===== config.mk =====
export PLATFORM = sky130hd
export DESIGN_NAME = sram_stall_bridge_flat
export DESIGN_NICKNAME = d
export VERILOG_FILES = /design/src/rtl/sram_stall_bridge_if.sv /design/src/rtl/sram_stall_bridge.sv /design/src/flat_wrapper.sv
export SDC_FILE = /design/constraint.sdc
export NUM_CORES = 1
export LEC_CHECK = 0
export BUFFER_PORTS_ARGS = -buffer_cell sky130_fd_sc_hd__buf_4
export CORE_MARGIN = 1
export CORE_UTILIZATION = 55
export CTS_BUF_LIST = sky130_fd_sc_hd__clkbuf_8
export CTS_CLUSTER_SIZE = 20
export DETAILED_ROUTE_END_ITERATION = 6
export HOLD_SLACK_MARGIN = 0.03
export PLACE_DENSITY = 0.95
export REMOVE_ABC_BUFFERS = 1
export SYNTH_ARGS = -nofsm -noshare
export SYNTH_HDL_FRONTEND = slang
export SYNTH_SLANG_ARGS = --single-unit

===== constraint.sdc =====
create_clock -name clk -period 10.2 [get_ports clk]
set_input_delay 3.06 -clock clk [delete_from_list [all_inputs] [get_ports clk]]
set_output_delay 3.06 -clock clk [all_outputs]
set_load 0.01 [all_outputs]

===== src/rtl/sram_stall_bridge_if.sv =====
// sram_stall_bridge_if: memory-side request/grant/response bus of the SRAM stall bridge.
interface sram_stall_bridge_if;
    logic        req, we, gnt, rvalid;
    logic [3:0]  wstrb;
    logic [31:0] addr, wdata, rdata;
    modport master(output req, we, addr, wstrb, wdata, input gnt, rvalid, rdata);
    modport slave(input req, we, addr, wstrb, wdata, output gnt, rvalid, rdata);
endinterface


===== src/rtl/sram_stall_bridge.sv =====
// sram_stall_bridge: turns the one-cycle core SRAM port into a req/gnt/rvalid bus access, stalling the core meanwhile.
// Define SSB_POSTED_WRITE_EN to retire writes into a one-entry buffer without stalling the core.
module sram_stall_bridge #(
    parameter int unsigned TIMEOUT  = 255,
    parameter logic [31:0] ERR_DATA = 32'hDEADBEEF
) (
    input  logic                       clk,
    input  logic                       rst,
    input  logic                       cpu_en,
    input  logic [3:0]                 cpu_wen,
    input  logic [31:0]                cpu_addr,
    input  logic [31:0]                cpu_wdata,
    output logic [31:0]                cpu_rdata,
    output logic                       cpu_stall,
    sram_stall_bridge_if.master        mem
);
`ifdef SSB_POSTED_WRITE_EN
    localparam bit POSTED = 1'b1;
`else
    localparam bit POSTED = 1'b0;
`endif
    typedef enum logic [1:0] {IDLE, REQ, WAIT, DONE} state_t;
    state_t      state, next;
    logic [31:0] cnt;
    logic        timeout;
    assign timeout = TIMEOUT != 0 && cnt == TIMEOUT - 32'd1;
    assign mem.req = state == REQ;
    always_ff @(posedge clk or posedge rst)
        if (rst) state <= IDLE;
        else state <= next;
    // a buffered write only holds the core back if it tries another access before the grant
    always_comb begin
        next = state;
        cpu_stall = 1'b1;
        case (state)
            IDLE: begin
                cpu_stall = cpu_en && !(POSTED && |cpu_wen);
                if (cpu_en) next = REQ;
            end
            REQ: begin
                cpu_stall = (POSTED && mem.we) ? cpu_en : 1'b1;
                if (mem.gnt) next = !mem.we ? WAIT : POSTED ? IDLE : DONE;
            end
            WAIT: if (mem.rvalid || timeout) next = DONE;
            DONE: begin
                cpu_stall = 1'b0;
                next = IDLE;
            end
            default: next = IDLE;
        endcase
    end
    always_ff @(posedge clk or posedge rst)
        if (rst) begin
            mem.we <= 1'b0;
            mem.addr <= '0;
            mem.wstrb <= '0;
            mem.wdata <= '0;
            cpu_rdata <= '0;
            cnt <= '0;
        end else begin
            if (state == IDLE && cpu_en) begin
                mem.we <= |cpu_wen;
                mem.addr <= cpu_addr & ~32'h3;
                mem.wstrb <= cpu_wen;
                mem.wdata <= cpu_wdata;
            end
            cnt <= state == WAIT ? cnt + 32'd1 : '0;
            if (state == WAIT && mem.rvalid) cpu_rdata <= mem.rdata;
            else if (state == WAIT && timeout) cpu_rdata <= ERR_DATA;
        end
endmodule


===== src/flat_wrapper.sv =====
// flat-port wrapper written by rule: the top's interface ports become plain ports
module sram_stall_bridge_flat 
#(
    parameter int unsigned TIMEOUT  = 255,
    parameter logic [31:0] ERR_DATA = 32'hDEADBEEF
)
  (clk, rst, cpu_en, cpu_wen, cpu_addr, cpu_wdata, cpu_rdata, cpu_stall, mem_req, mem_we, mem_addr, mem_wstrb, mem_wdata, mem_gnt, mem_rvalid, mem_rdata);
  sram_stall_bridge_if mem_i ();
  input  logic clk;
  input  logic rst;
  input  logic cpu_en;
  input  logic [3:0] cpu_wen;
  input  logic [31:0] cpu_addr;
  input  logic [31:0] cpu_wdata;
  output logic [31:0] cpu_rdata;
  output logic cpu_stall;
  output wire logic [$bits(mem_i.req)-1:0] mem_req;
  output wire logic [$bits(mem_i.we)-1:0] mem_we;
  output wire logic [$bits(mem_i.addr)-1:0] mem_addr;
  output wire logic [$bits(mem_i.wstrb)-1:0] mem_wstrb;
  output wire logic [$bits(mem_i.wdata)-1:0] mem_wdata;
  input wire logic [$bits(mem_i.gnt)-1:0] mem_gnt;
  input wire logic [$bits(mem_i.rvalid)-1:0] mem_rvalid;
  input wire logic [$bits(mem_i.rdata)-1:0] mem_rdata;
  assign mem_req = mem_i.req;
  assign mem_we = mem_i.we;
  assign mem_addr = mem_i.addr;
  assign mem_wstrb = mem_i.wstrb;
  assign mem_wdata = mem_i.wdata;
  assign mem_i.gnt = mem_gnt;
  assign mem_i.rvalid = mem_rvalid;
  assign mem_i.rdata = mem_rdata;
  sram_stall_bridge #(.TIMEOUT(TIMEOUT), .ERR_DATA(ERR_DATA)) u_core (.clk(clk), .rst(rst), .cpu_en(cpu_en), .cpu_wen(cpu_wen), .cpu_addr(cpu_addr), .cpu_wdata(cpu_wdata), .cpu_rdata(cpu_rdata), .cpu_stall(cpu_stall), .mem(mem_i));
endmodule

Yosys cells after proc, flatten, opt, wreduce, memory -nomap -nowiden. Cells that the tools add are included.

Equal/unequal tests: 7. Mux-type cells: 9. $add $sub $neg: 1. Reductions and logical operators: 8.

Operators with widths (count): 32-bit two-way mux (3); 32-bit by 1-bit adder with 32-bit output, second input constant (1); 32-bit by 8-bit == test with 1-bit output, second input constant (1); 2-bit one-hot mux with 4 select lines (1); 2-bit two-way mux (3); 2-bit == test, second input constant (2); 2-bit by 1-bit != test with 1-bit output, second input constant (2); 4-bit OR reduction (1); 1-bit logical AND (3); 3-bit AND reduction (1); 2-bit by 1-bit == test with 1-bit output, second input constant (1); 2-bit logical NOT (1); 2-bit != test, second input constant (1); 1-bit one-hot mux with 2 select lines (1); 2-bit nonzero test (1); 1-bit logical OR (1); 1-bit two-way mux (1).

Output and inout bits: 103. Bits of input ports: 105. Word-level logic and storage cells: 32. Flip-flop bits (word level): 133.

Logic depth before layout (Yosys ltp).
Depth after elaboration: 4. Gate-level depth with buffers: 9. Mapped depth without buffers: 7.

Worst setup path before layout. OpenSTA, ideal clock, no wires.

Kind: input to output. Start: input port cpu_en. End: output port cpu_stall. Data required time: 7140 ps. Path buffers: 2. Setup slack: 3193 ps. Stages: 4. Arrival: 3947 ps. Cell sequence: nand2_1 -> buf_2 -> buf_1 -> o21ai_0.

Longest elaborated chain between the ends: 1.

RTL lines: start: declaration (line flat_wrapper.sv:11) `input logic cpu_en;`; 1-bit one-hot mux with 2 select lines (line sram_stall_bridge.sv:35) `case (state)`; end: declaration (line flat_wrapper.sv:16) `output logic cpu_stall;`.

Every way passes these cells.

Worst setup path after layout. Same ends and word-level chain as after synthesis.

==> impl_metrics.tcl <==
set metrics [dict create \
    ir_worst_vdd_uv 187.3 \
    antenna_found_initial 0 \
    core_area_um2 9819 \
    slew_viol_final 0 \
    p_leak_nw 3.628 \
    powerDensity_nw_per_um2 286.5 \
    critical-path-max-stage-delay_ns 0.63 \
    worstSetupEndpointType "output pin" \
    gr-usage-met3_pct 6.915 \
    p_int_mw 1.468 \
    worst_setup_path_start_kind "input pin" \
    crit_family "buffers and inverters" \
    netlist_instances 413 \
    gr-usage-met2_pct 49.49 \
    diodes 0 \
    areaGrowthSynthToFinish_pct 35.65 \
    grt_remaining_overflow 0 \
    num_rows 36 \
    drt_iter0_markers 168 \
    clk_path_buf_depth 2 \
    vias 4194 \
    port_buffers 203 \
    finalSetupTns_ns 0 \
    initial_core_util_pct 57.15 \
    rsz0062_at_grt "no" \
    grt_max_degree 81 \
    dp_hpwl_mm 10.23 \
    critPathLaunch "cpu_en" \
    post_cts_resize_count 0 \
    hp-start "u_core.cpu_rdata[1]" \
    final_cell_mix "buf_4, dfrtp_1, mux2_2" \
    p_sw_uw 713.6 \
    cp.arrival_ns 4.28 \
    ys_types 42 \
    skew_ns 0.009487 \
    cts_tree "yes" \
    boundaryPins 208 \
    via_per_inst 5.518 \
    period_needed_ns 7.344 \
    cts_setup_buffers 0 \
    crit_type "input pin to output pin" \
    grt_pass1_wl_mm 21.32 \
    syn_area_per_cell_um2 13.59 \
    die-area_um2 10610 \
    yosysWarnings 0 \
    swShare_pct 32.71 \
    cts_hold_buffers 0 \
    gp_congestion 0.7608 \
    reg2reg_from "u_core.state[0]" \
    setup_viol 0 \
    nets 725 \
    synth-seq-area-share_pct 59.31 \
    hold_ws_ns 0.4938 \
    outcome "finished, final reports clean" \
    async_flop_share_pct 100.0 \
    layout-drive-gt1-share_pct 50.56 \
    synth_edf_count 0 \
    worst_pin_slew_ns 1.170 \
    drt-total-wl_mm 14.60 \
    critPathSlowestCell "buf_4" \
    route.detailed.drc 0 \
    max_freq_mhz 136.2 \
    crit_buf_inv 3 \
    synth_ff_type "dfrtp_1" \
    final_hold_viol_count 0 \
    cts.sinks 133 \
    clk_latency_ns 0.43 \
    pwr-share-comb_pct 39.5 \
    slew_headroom_pct 21.99 \
    wire_per_inst_um 19.21 \
    busiest_layer "met2" \
    grt_pass1_vias 4298 \
    ys_seq_elements 133 \
    clk_pin_slew_ns 0.07 \
    first_pass_iters 4 \
    critical_path.cell_chain "buf_4, nand2_2, buf_4, o21ai_0, buf_4" \
    die_y_um 103.0 \
    synth_area_um2 5612 \
    sequentialPowerShare_pct 39.6 \
    cts_made_buffers 17 \
    maxCapViolCount 0 \
    mostFrequentLayoutCell "buf_4" \
    die_w_um 103.0 \
    hp-class "register to register" \
    grt_use_met1_pct 30.42 \
    grt_use_total_pct 27.27 \
    cts_root_buf "clkbuf_8" \
    crit_required_ns 7.14 \
    fin_crit_sh_pct 72.00 \
    cp_max_fo 69 \
    p_clk_share_pct 20.8 \
    worst_path_most_repeated_cell "buf_4" \
    r2r_setup_slack_ns 7.27 \
    ant_nets 0 \
    cts.htree.levels 4 \
]
[path summary, 6_finish.rpt]
path                                        end  cells past startpoint
max                                   cpu_stall                      5
min                         u_core.cpu_rdata[1]                      1
max reg2reg                u_core.cpu_rdata[16]                      4
min reg2reg                 u_core.cpu_rdata[1]                      1
max in group asynchronous   u_core.mem.wdata[5]                      3
min in group asynchronous    u_core.mem.addr[6]                      2
[worst reg2reg max path, stage by stage (launching register included)]
cell	delay, ns
dfrtp_1	0.43
inv_1	0.12
ha_1	0.94
nand2_1	0.84
o22a_1	0.48
[cell usage after synthesis, types with 5 or more instances]
cell type	n	share of area [%]
and2_1	23	2.6
or3_1	6	0.67
a22o_1	8	1.2
nor4_1	5	0.56
o21ai_0	8	0.71
buf_1	8	0.54
clkbuf_1	5	0.33
nand4_1	6	0.67
inv_1	10	0.67
o22a_1	24	3.7
xor2_1	9	1.4
buf_2	5	0.45
and4_1	5	0.78
nand2_1	12	0.80
nor4_2	6	1.3
nand3_1	9	0.80
xnor2_1	14	2.2
mux2_2	67	13
ha_1	6	1.3
dfrtp_1	133	59
[layer usage]
metal | up-vias | routed length (µm)
li1 | 1876 | -
met1 | 2131 | 5363
met2 | 153 | 8027
met3 | 34 | 832
met4 | 0 | 376
met5 | - | 0
[cell type report]
type                    count  area, µm²
well taps                 133      166.4
repair buffers            206       1546
multi-input cells         246       2111
fillers                   536       2207
inverters                  10      40.04
clock buffers              19      261.5
clock inverters            13      158.9
flip-flops and latches    133       3328
[kinds of logic after synthesis]
family                   synth area share (%)
flip-flops                              59.31
AND/OR/NAND/NOR                         11.55
multiplexers                            13.80
AO/OA/AOI/OAI                           7.157
buffers and inverters                   3.188
XOR/XNOR                                3.590
adder cells (fa/ha/maj)                 1.338
other                                 0.06683
[state kept, by name (all words and copies together) (netlist names)]
name and flops:
u_core.state 2, u_core.mem.wstrb 4, u_core.mem.addr 30, u_core.mem.we 1, u_core.cnt 32, u_core.cpu_rdata 32, u_core.mem.wdata 32
[stage by stage]
| stage | setup slack (ns) | total power, mW | cell area, µm² | utilization, % | std cells |
|---|---|---|---|---|---|
| 6_report | 2.856 | 2.181 | 7612 | 77.52 | 760 |
| 3_5_place_dp | 2.826 | 1.723 | 7192 | 73.24 | 728 |
| 5_1_grt | 2.734 | 2.288 | 7612 | 77.52 | 760 |
| 2_1_floorplan | 2.166 | 1.263 | 5474 | - | 389 |
| 3_3_place_gp | 2.831 | 1.672 | 7192 | 73.24 | 728 |
| 4_1_cts | 2.825 | 2.191 | 7612 | 77.52 | 760 |
[power by group through the flow]
stage | logic (mW) | registers, mW | clock network [mW]
detailed placement | 0.858 | 0.865 | 0
floorplan | 0.326 | 0.937 | 0
global route | 0.922 | 0.885 | 0.481
finish | 0.862 | 0.865 | 0.454
CTS | 0.869 | 0.862 | 0.461
global placement | 0.826 | 0.846 | 0
Note: power is estimated with default switching activity, not from simulation.
